--- src/rtl/uart_seq_pkg.sv ---
// Shared types and helpers for the UART message sequencer.
//   state_t  : sequencer FSM states
//   byte_t   : default-width data byte
//   level_w  : bit width needed to hold a FIFO occupancy of 0..depth
package uart_seq_pkg;

  localparam int DEF_DATA_W = 8;

  typedef logic [DEF_DATA_W-1:0] byte_t;

  typedef enum logic [1:0] {
    IDLE   = 2'd0,
    BANNER = 2'd1,
    ECHO   = 2'd2,
    WAIT   = 2'd3
  } state_t;

  function automatic int level_w(input int depth);
    return $clog2(depth + 1);
  endfunction

endpackage

--- src/rtl/uart_msg_sequencer_fifo.sv ---
// Synchronous FIFO used to buffer echo bytes.
//   clk, rst_n : clock, asynchronous active-low reset (clears pointers/level)
//   push/wdata : write request and data; ignored when full unless popping
//   pop        : remove head; ignored when empty
//   head       : current head entry (valid while !empty)
//   full/empty : occupancy flags
//   level      : exact occupancy 0..DEPTH
// DEPTH must be a power of two (>= 2) so the pointers wrap naturally.
module sync_fifo
  import uart_seq_pkg::*;
#(
  parameter int DATA_W = 8,
  parameter int DEPTH  = 16
) (
  input  logic                      clk,
  input  logic                      rst_n,
  input  logic                      push,
  input  logic                      pop,
  input  logic [DATA_W-1:0]         wdata,
  output logic [DATA_W-1:0]         head,
  output logic                      full,
  output logic                      empty,
  output logic [level_w(DEPTH)-1:0] level
);

  localparam int AW = $clog2(DEPTH);
  localparam int LW = level_w(DEPTH);

  logic [DATA_W-1:0] mem_q [DEPTH];
  logic [AW-1:0]     wr_ptr_q, wr_ptr_d;
  logic [AW-1:0]     rd_ptr_q, rd_ptr_d;
  logic [LW-1:0]     level_q, level_d;
  logic              do_push, do_pop;

  assign empty   = (level_q == '0);
  assign full    = (level_q == LW'(DEPTH));
  assign do_pop  = pop & ~empty;
  // A write into a full FIFO is safe when the head leaves in the same cycle.
  assign do_push = push & (~full | do_pop);
  assign head    = mem_q[rd_ptr_q];
  assign level   = level_q;

  always_comb begin
    wr_ptr_d = wr_ptr_q;
    rd_ptr_d = rd_ptr_q;
    level_d  = level_q;
    if (do_push) wr_ptr_d = wr_ptr_q + 1'b1;
    if (do_pop)  rd_ptr_d = rd_ptr_q + 1'b1;
    case ({do_push, do_pop})
      2'b10:   level_d = level_q + 1'b1;
      2'b01:   level_d = level_q - 1'b1;
      default: level_d = level_q;
    endcase
  end

  always_ff @(posedge clk or negedge rst_n) begin
    if (!rst_n) begin
      wr_ptr_q <= '0;
      rd_ptr_q <= '0;
      level_q  <= '0;
    end else begin
      wr_ptr_q <= wr_ptr_d;
      rd_ptr_q <= rd_ptr_d;
      level_q  <= level_d;
    end
  end

  // Storage carries data only, so it has no reset.
  always_ff @(posedge clk) begin
    if (do_push) mem_q[wr_ptr_q] <= wdata;
  end

endmodule

--- src/rtl/uart_msg_sequencer.sv ---
// UART transmit-side sequencer: sends a fixed banner every PERIOD_CYC cycles
// and echoes received bytes through a FIFO so echoes arriving during a
// banner are buffered rather than lost.
//   CLK_I, RST_N_I      : clock, asynchronous active-low reset
//   RX_DATA_I/VALID_I   : byte strobe from uart_rx
//   TX_DATA_O/VALID_O   : byte to uart_tx, held stable until TX_READY_I
//   BANNER_EN_I         : enable periodic banner
//   ECHO_EN_I           : enable echo capture and drain
//   OVERFLOW_O          : sticky, an echo byte was dropped
//   BANNER_DONE_O       : one-cycle pulse on acceptance of the last banner byte
//   FIFO_LEVEL_O        : echo FIFO occupancy
// MSG_LEN and PERIOD_CYC must both be at least 2.
module uart_msg_sequencer
  import uart_seq_pkg::*;
#(
  parameter int                         DATA_W     = 8,
  parameter int                         MSG_LEN    = 6,
  parameter logic [MSG_LEN*DATA_W-1:0]  MSG        = {"Egor", 16'h0d0a},
  parameter int                         PERIOD_CYC = 27_000_000,
  parameter int                         FIFO_DEPTH = 16
) (
  input  logic                           CLK_I,
  input  logic                           RST_N_I,
  input  logic [DATA_W-1:0]              RX_DATA_I,
  input  logic                           RX_VALID_I,
  output logic [DATA_W-1:0]              TX_DATA_O,
  output logic                           TX_VALID_O,
  input  logic                           TX_READY_I,
  input  logic                           BANNER_EN_I,
  input  logic                           ECHO_EN_I,
  output logic                           OVERFLOW_O,
  output logic                           BANNER_DONE_O,
  output logic [level_w(FIFO_DEPTH)-1:0] FIFO_LEVEL_O
);

  localparam int IDX_W = $clog2(MSG_LEN);
  localparam int CNT_W = $clog2(PERIOD_CYC);
  localparam int LW    = level_w(FIFO_DEPTH);

  state_t            state_q, state_d;
  logic [IDX_W-1:0]  idx_q, idx_d;
  logic [CNT_W-1:0]  cnt_q, cnt_d;
  logic              pend_q, pend_d;
  logic              done_q, done_d;
  logic              ovf_q, ovf_d;

  logic              xfer, pop, push;
  logic [DATA_W-1:0] fifo_head;
  logic              fifo_full, fifo_empty;
  logic [LW-1:0]     fifo_level;

  // Byte 0 of the banner sits in the most-significant position of MSG.
  function automatic logic [DATA_W-1:0] msg_byte(input logic [IDX_W-1:0] i);
    return MSG[(MSG_LEN-1-int'(i))*DATA_W +: DATA_W];
  endfunction

  sync_fifo #(
    .DATA_W (DATA_W),
    .DEPTH  (FIFO_DEPTH)
  ) u_fifo (
    .clk   (CLK_I),
    .rst_n (RST_N_I),
    .push  (push),
    .pop   (pop),
    .wdata (RX_DATA_I),
    .head  (fifo_head),
    .full  (fifo_full),
    .empty (fifo_empty),
    .level (fifo_level)
  );

  // Valid and data derive only from registered state, so they stay put
  // until the handshake moves the state, index or FIFO head.
  assign TX_VALID_O = (state_q == BANNER) || (state_q == ECHO);
  assign xfer       = TX_VALID_O & TX_READY_I;
  // The byte being shown is popped on its transfer even if ECHO_EN_I has
  // since dropped, so an in-flight echo always completes.
  assign pop        = (state_q == ECHO) & xfer;
  assign push       = RX_VALID_I & ECHO_EN_I & (~fifo_full | pop);

  always_comb begin
    TX_DATA_O = '0;
    case (state_q)
      BANNER:  TX_DATA_O = msg_byte(idx_q);
      ECHO:    TX_DATA_O = fifo_head;
      default: TX_DATA_O = '0;
    endcase
  end

  assign OVERFLOW_O    = ovf_q;
  assign BANNER_DONE_O = done_q;
  assign FIFO_LEVEL_O  = fifo_level;

  always_comb begin
    state_d = state_q;
    idx_d   = idx_q;
    cnt_d   = cnt_q;
    pend_d  = pend_q;
    done_d  = 1'b0;
    ovf_d   = ovf_q;

    if (RX_VALID_I & ECHO_EN_I & fifo_full & ~pop) ovf_d = 1'b1;

    // Period timer: frozen during a banner, cleared while banners are off.
    if (!BANNER_EN_I) begin
      cnt_d = '0;
    end else if (state_q != BANNER) begin
      if (cnt_q != CNT_W'(PERIOD_CYC-1)) cnt_d = cnt_q + 1'b1;
      if (cnt_d == CNT_W'(PERIOD_CYC-1)) pend_d = 1'b1;
    end

    case (state_q)
      IDLE: state_d = WAIT;
      WAIT: begin
        if (pend_q & BANNER_EN_I)          state_d = BANNER;
        else if (~fifo_empty & ECHO_EN_I)  state_d = ECHO;
      end
      BANNER: begin
        if (xfer) begin
          if (idx_q == IDX_W'(MSG_LEN-1)) begin
            idx_d   = '0;
            pend_d  = 1'b0;
            cnt_d   = '0;
            done_d  = 1'b1;
            state_d = (~fifo_empty & ECHO_EN_I) ? ECHO : WAIT;
          end else begin
            idx_d = idx_q + 1'b1;
          end
        end
      end
      ECHO: begin
        if (xfer) begin
          // A same-cycle push keeps the FIFO non-empty after this pop.
          if (pend_q & BANNER_EN_I)
            state_d = BANNER;
          else if (((fifo_level > LW'(1)) | push) & ECHO_EN_I)
            state_d = ECHO;
          else
            state_d = WAIT;
        end
      end
      default: state_d = IDLE;
    endcase
  end

  always_ff @(posedge CLK_I or negedge RST_N_I) begin
    if (!RST_N_I) begin
      state_q <= IDLE;
      idx_q   <= '0;
      cnt_q   <= '0;
      pend_q  <= 1'b1;
      done_q  <= 1'b0;
      ovf_q   <= 1'b0;
    end else begin
      state_q <= state_d;
      idx_q   <= idx_d;
      cnt_q   <= cnt_d;
      pend_q  <= pend_d;
      done_q  <= done_d;
      ovf_q   <= ovf_d;
    end
  end

endmodule

--- config.mk ---
export PLATFORM = sky130hd
export DESIGN_NAME = uart_msg_sequencer
export DESIGN_NICKNAME = d
export VERILOG_FILES = /design/src/rtl/uart_seq_pkg.sv /design/src/rtl/uart_msg_sequencer_fifo.sv /design/src/rtl/uart_msg_sequencer.sv
export SDC_FILE = /design/constraint.sdc
export NUM_CORES = 1
export LEC_CHECK = 0
export BUFFER_PORTS_ARGS = -buffer_cell sky130_fd_sc_hd__buf_4
export CELL_PAD_IN_SITES_DETAIL_PLACEMENT = 1
export CELL_PAD_IN_SITES_GLOBAL_PLACEMENT = 1
export CORE_MARGIN = 1
export CORE_UTILIZATION = 40
export CTS_CLUSTER_DIAMETER = 50
export DETAILED_ROUTE_END_ITERATION = 10
export PLACE_DENSITY_LB_ADDON = 0.3
export SLEW_MARGIN = 20
export SYNTH_ARGS = -nofsm -noshare
export SYNTH_HDL_FRONTEND = slang
export SYNTH_SLANG_ARGS = --single-unit
--- constraint.sdc ---
create_clock -name CLK_I -period 4.2 [get_ports CLK_I]
set_clock_uncertainty 0.05 [all_clocks]
set_input_delay 0.84 -clock CLK_I [delete_from_list [all_inputs] [get_ports CLK_I]]
set_output_delay 0.84 -clock CLK_I [all_outputs]
set_load 0.05 [all_outputs]
==> run_results.csv, run 1 <==
group,metric,value,unit
run_status,outcome,"complete, no violations",
clocking,cts_setup_buffers,0,
die,design.die.area,0.02087,mm²
timing,tns,0,ns
run,max_cap_viol_count,0,
synthesis,syn_nets,599,
place,place_congestion,0.8153,
drt,via_per_inst,5.607,
place,dp_hpwl,12.73,mm
finish,fin_nets,621,
finish,final_cell_area,0.009189,mm²
finish,diodes,0,
critical_path,arrival,2.66,ns
grt,antenna_found_initial,0,
drt,vias,4856,
timing,fmax,281.5,MHz
die,core_area,0.01965,mm²
finish,stdcell_count,866,
critical_path,path_cells,"buf_12, mux4_2, mux4_2, a31o_2, buf_4",
clocking,htreeDepth,4,
timing,final-setup-viol-count,0,
critical_path,crit_required,3.31,ns
die,start_util,41.30,%
synthesis,synth_edf_count,128,
timing,slew_violations,0,
critical_path,critPathCaptureType,"output pin",
synthesis,synth_top_area_share,47.35,%
synthesis,synth_flop_cell,"edfxtp_1",
power,vdd_drop_max,0.3638,mV
critical_path,critPathMaxFanout,35,
clocking,insertion_delay,0.43,ns
critical_path,criticalPathCategory,"reg2out",
grt,grt_pass1_wl,30.10,mm
critical_path,slowest_delay,0.57,ns
clocking,clkTransAtPathRegs,0.08,ns
die,die_w,144.5,µm
grt,grt_overflow_total,0,
clocking,clock_path_buffers,2,
clocking,cts_sinks,174,
timing,fin_crit,3.553,ns
timing,grt_setup_unrepaired,"false",
synthesis,synth_seq_cells,174,
synthesis,synth_top_cell_by_area,"edfxtp_1",
finish,fillCellCount,2030,
place,placed_cells,834,
place,dpl_cell_area,0.008566,mm²
finish,drive_gt1_share,19.47,%
synthesis,synth.most_common_cell,"edfxtp_1",
synthesis,ys_seq_area_share,61.54,%
synthesis,yosys-top-cells-count,"edfxtp_1, dfrtp_1, nor2_1, mux4_2, nand2_1",
die,rows,51,
clocking,cts_buffers,17,
drt,dr.first_iter.drc_count,236,
timing,whs,0.3721,ns
synthesis,async_reset_ff_share,26.44,%
synthesis,synth.avg_cell_area,14.34,µm²
finish,utilization,46.75,%
die,die_y,144.5,µm
finish,synthToLayoutAreaGrowth,13.19,%
timing,hold_viol_final,0,
timing,fin_crit_sh,84.59,%
drt,drt_first_pass_iters,4,
timing,tightest_slew,1.052,ns
grt,grt_max_degree,47,
grt,grt_pass1_vias,5183,
synthesis,synthTopCellsByArea,"edfxtp_1, dfrtp_1, mux4_2",
critical_path,crit_path_frequent_cell,"mux4_2",
drt,drt_wl_total,19.48,mm
drt,ant_nets,0,
clocking,cts.repair.resized,0,
power,power_leakage,3.225,nW
critical_path,cp-start-kind,"flip-flop",
power,p_per_area,589.7,mW/mm²
grt,track_usage,19.98,%
place,portBuffers,29,
timing,maxSlewHeadroom,29.85,%
clocking,cts_hold_buf,0,
clocking,cts_tree,"done",
critical_path,crit_family,"multiplexers",
synthesis,synth.distinct_cells,60,
synthesis,yosys_warnings,0,
critical_path,worst_path_max_delay_cell,"mux4_2",
synthesis,netlist_instances,566,
die,ios,30,
clocking,clockRootBuffer,"clkbuf_16",
drt,wl_per_cell,22.49,µm
critical_path,critPathBufInv,2,
drt,drc_errors,0,
synthesis,syn_area,0.008118,mm²
hold_path,min_path_type,"in2async",
[cell type report]
class / count / area (µm²) / share of cell area, %
inverters: 15 / 56.30 / 0.6127
multi-input cells: 347 / 2920 / 31.78
well taps: 265 / 331.6 / 3.608
clock buffers: 17 / 425.4 / 4.630
flip-flops and latches: 174 / 4997 / 54.38
clock inverters: 15 / 197.7 / 2.151
repair buffers: 33 / 260.3 / 2.832
[routing by layer]
layer  up-vias  share of wire [%]  track usage [%]
li1       2211                  -                -
met1      2550                 44            25.56
met2        74                 51            34.11
met3        21                3.3            3.808
met4         0                1.7            6.482
met5         -                  0                0
[power breakdown]
group | internal (mW) | switching [mW]
Clock | 0.861 | 0.761
Combinational | 0.696 | 0.939
Sequential | 1.99 | 0.173
[logic make-up (layout without fill, tap and decap cells)]
group	after synthesis	after routing	share of synthesized area (%)
adders and majority gates	19	19	2.929
AOI/OAI and AO/OA	63	63	5.117
xor gates and xnor gates	38	38	4.100
buffers and inverters	45	80	2.481
DFF	174	174	61.54
and+or+nand+nor	185	185	12.47
muxes	42	42	11.36
[flip-flops by register name, indices dropped and copies added, names as in the netlist]
signal           count
u_fifo.rd_ptr_q      4
u_fifo.level         5
state_q              2
OVERFLOW_O           1
pend_q               1
u_fifo.wr_ptr_q      4
cnt_q               25
BANNER_DONE_O        1
idx_q                3
u_fifo.mem_q       128
[worst paths after layout]
check	startpoint	endpoint	slack, ns	cells after the start
max in group asynchronous	RST_N_I	u_fifo.rd_ptr_q[0]	3.26	1
max reg2reg	state_q[0]	u_fifo.mem_q[8][5]	0.95	7
max	u_fifo.rd_ptr_q[0]	TX_DATA_O[3]	0.65	5
min	RST_N_I	cnt_q[1]	0.37	1
min reg2reg	OVERFLOW_O	OVERFLOW_O	0.45	1
min in group CLK_I	OVERFLOW_O	OVERFLOW_O	0.45	1
[metrics by stage]
step           total power [mW]  worst slack [ns]
2_1_floorplan             3.315            0.5884
3_3_place_gp              3.810             1.109
3_5_place_dp              3.854             1.030
4_1_cts                   5.479            0.6105
5_1_grt                   5.614            0.5694
6_report                  5.418            0.6473
[cells in the final DEF, fill, tap and decap left out, types with 3 or more instances in the layout]
cell       instances
edfxtp_1         128
dfrtp_1           44
nor2_1            42
mux4_2            40
nand2_1           34
buf_4             32
nand3_1           20
xnor2_1           20
ha_1              19
and2_1            18
xor2_1            18
o21ai_0           17
clkbuf_16         17
a21oi_1           16
inv_1             15
nor3_1            14
nand4_1           13
or3_1              6
nor4_1             6
clkinv_8           6
and3_1             4
and4_1             4
nand4b_1           4
nand3b_1           4
nor2b_1            4
inv_6              4
a31oi_1            3
o221ai_1           3
(Power assumes the default switching activity.)
==> inputs of run 2 (changes only) <==
--- a/config.mk
+++ b/config.mk
@@ -5,6 +5,7 @@
 export SDC_FILE = /design/constraint.sdc
 export NUM_CORES = 1
 export LEC_CHECK = 0
+export ABC_AREA = 1
 export BUFFER_PORTS_ARGS = -buffer_cell sky130_fd_sc_hd__buf_4
 export CELL_PAD_IN_SITES_DETAIL_PLACEMENT = 1
 export CELL_PAD_IN_SITES_GLOBAL_PLACEMENT = 1
==> constraint.sdc (replaced) <==
create_clock -name CLK_I -period 3.28 [get_ports CLK_I]
set_clock_uncertainty 0.05 [all_clocks]
set_input_delay 0.656 -clock CLK_I [delete_from_list [all_inputs] [get_ports CLK_I]]
set_output_delay 0.656 -clock CLK_I [all_outputs]
set_load 0.05 [all_outputs]
==> run 2 against run 1 <==
Die area rose by 2.5%. Power rose by 60%. First-iteration DRC count rose by 110%. Clock-buffer cell count did not move. Highest routed layer unchanged.
==> run_results.csv, run 2 <==
group,metric,value,unit
critical_path,crit_path_frequent_cell,"nand2_1",
drt,drt_first_pass_iters,4,
power,power_leakage,3.616,nW
critical_path,worst_path_max_delay_cell,"dfrtp_2",
die,core_area,0.02030,mm²
timing,fin_crit,3.125,ns
timing,fin_crit_sh,95.29,%
critical_path,arrival,2.42,ns
critical_path,path_cells,"buf_12, o21ai_0, o22ai_1, nand2_1, a31oi_1, nand2_1, o21ai_1, buf_4",
finish,top_register,"u_fifo.mem_q",
die,rows,52,
clocking,cts_buffers,17,
synthesis,yosys_warnings,0,
critical_path,criticalPathCategory,"reg2out",
grt,grt_max_degree,67,
critical_path,rrSetupSlack,0.58,ns
timing,slew_violations,0,
timing,grt_setup_unrepaired,"false",
synthesis,synth.most_common_cell,"nand2_1",
finish,layout_commonest_cell,"nand2_1",
critical_path,critPathMaxFanout,66,
clocking,cts_tree,"done",
timing,finalWorstSetupSlack,0.1546,ns
hold_path,min_path_type,"in2async",
synthesis,synth.avg_cell_area,9.727,µm²
timing,final-setup-viol-count,0,
synthesis,synthTopCellsByArea,"edfxtp_1, dfrtp_1, nand2_1",
timing,tns,0,ns
finish,layout_common_cells,"nand2_1, nor2_1, edfxtp_1, o21ai_0, inv_1",
timing,maxSlewHeadroom,43.68,%
synthesis,synth_top_cell_by_area,"edfxtp_1",
synthesis,synth_edf_count,128,
synthesis,synth_flop_cell,"edfxtp_1",
die,ios,30,
power,vdd_drop_max,0.5327,mV
synthesis,syn_nets,889,
clocking,htreeDepth,4,
critical_path,ff2ff_path_depth,9,
clocking,insertion_delay,0.43,ns
timing,hold_viol_final,0,
timing,tightest_slew,0.8417,ns
drt,dr.first_iter.drc_count,506,
synthesis,yosys-top-cells-count,"nand2_1, nor2_1, edfxtp_1, o21ai_0, inv_1",
place,placed_cells,1144,
drt,ant_nets,0,
synthesis,synth.distinct_cells,38,
place,portBuffers,29,
critical_path,critPathLaunch,"u_fifo.rd_ptr_q[0]",
grt,antenna_found_initial,0,
drt,vias,6373,
clocking,clkTransAtPathRegs,0.08,ns
run,max_cap_viol_count,0,
critical_path,critPathCaptureType,"output pin",
critical_path,reg2reg_to,"cnt_q[10]",
finish,largest_register_ffs,128,
grt,grt_pass1_vias,6722,
finish,synthToLayoutAreaGrowth,14.95,%
die,design.die.area,0.02140,mm²
die,start_util,41.02,%
critical_path,cp-start-kind,"flip-flop",
synthesis,syn_area,0.008327,mm²
critical_path,cp.depth,8,
critical_path,crit_family,"compound AO/OA/AOI/OAI gates",
clocking,clock_path_buffers,2,
drt,wl_per_cell,20.50,µm
place,dp_hpwl,16.08,mm
drt,via_per_inst,5.419,
critical_path,crit_required,2.57,ns
finish,fillCellCount,2279,
critical_path,crit_path_end,"TX_DATA_O[3]",
run_status,outcome,"complete, no violations",
synthesis,netlist_instances,856,
grt,grt_overflow_total,0,
synthesis,ys_seq_area_share,60.00,%
critical_path,regToRegStartpoint,"state_q[0]",
place,pre_cts_ws,0.1806,ns
synthesis,synth_top_area_share,46.16,%
finish,stdcell_count,1176,
critical_path,critPathBufInv,2,
grt,track_usage,23.62,%
clocking,cts_sinks,174,
synthesis,async_reset_ff_share,26.44,%
clocking,clockRootBuffer,"clkbuf_16",
synthesis,synth_seq_cells,174,
critical_path,slowest_delay,0.42,ns
finish,utilization,47.15,%
grt,grt_pass1_wl,38.25,mm
clocking,cts_hold_buf,0,
power,p_per_area,905.0,mW/mm²
die,die_y,146.3,µm
drt,drc_errors,0,
drt,drt_wl_total,24.11,mm
die,die_w,146.3,µm
finish,fin_nets,926,
finish,diodes,0,
place,place_congestion,0.8335,
finish,drive_gt1_share,11.48,%
timing,fmax,320.0,MHz
[run 2: kinds of logic (layout without fill, tap and decap cells)]
logic type                 Yosys count  after routing  share of synthesized area, %
AOI/OAI and AO/OA                  195            195                         13.40
xor gates and xnor gates            19             19                         1.999
adders and majority gates           19             19                         2.855
buffers and inverters              104            154                         4.733
DFF                                174            174                         60.00
and+or+nand+nor                    345            345                         17.01
[run 2: stage by stage]
step	power (mW)	hold WS (ns)	area, µm²
final	8.662	0.1981	9572
after global routing	9.179	0.2386	9572
after CTS	8.686	0.2241	9559
after detailed placement	6.563	0.4510	8955
after global placement	6.474	0.4318	8955
after floorplan	5.355	0.3104	8327
[run 2: worst register-to-register path, delay by kind of cell, from the launching register on]
family                   cells  cell delay (ns)
AO/OA/AOI/OAI                1             0.38
buffers and inverters        3             0.58
AND/OR/NAND/NOR              4             0.78
adder cells (fa/ha/maj)      1             0.38
flip-flops                   1             0.40
[run 2: layer usage]
| layer | global-route usage, % | vias up | wire length, µm |
|---|---|---|---|
| met2 | 41.33 | 104 | 12280 |
| met1 | 30.87 | 3219 | 10820 |
| met5 | 0 | - | 0 |
| met3 | 3.500 | 16 | 752 |
| met4 | 5.417 | 0 | 265 |
| li1 | - | 3034 | - |
[run 2: final cells by class]
| class | count | area, µm² | area share (%) |
|---|---|---|---|
| clock buffer | 17 | 425.4 | 4.444 |
| clock inverter | 15 | 178.9 | 1.869 |
| inverter | 72 | 276.5 | 2.889 |
| multi-input combinational | 578 | 2939 | 30.71 |
| sequential | 174 | 4997 | 52.21 |
| tap | 270 | 337.8 | 3.529 |
| timing repair buffer | 50 | 416.7 | 4.353 |
[run 2: repair_timing]
item,in CTS,in global routing
endpoints found under the hold margin,0,0
gates resized for setup,0,6
setup endpoints to repair,0,14
setup buffers,0,0
[run 2: power breakdown]
part	internal (mW)	total, mW	switching (mW)	leakage, nW
clock	1.04	2.09	1.05	0.293
combinational	1.07	3.48	2.41	1.59
sequential	2.70	3.09	0.391	1.73
[run 2: worst min-delay path by stage]
stage                        from            end  slack, ns  cells after the start
after floorplan           RST_N_I  BANNER_DONE_O       0.31                      0
after global placement     pend_q         pend_q       0.43                      2
after detailed placement   pend_q         pend_q       0.45                      2
after CTS                 RST_N_I      cnt_q[19]       0.22                      1
after global routing      RST_N_I      cnt_q[19]       0.24                      1
final                     RST_N_I      cnt_q[19]       0.20                      1
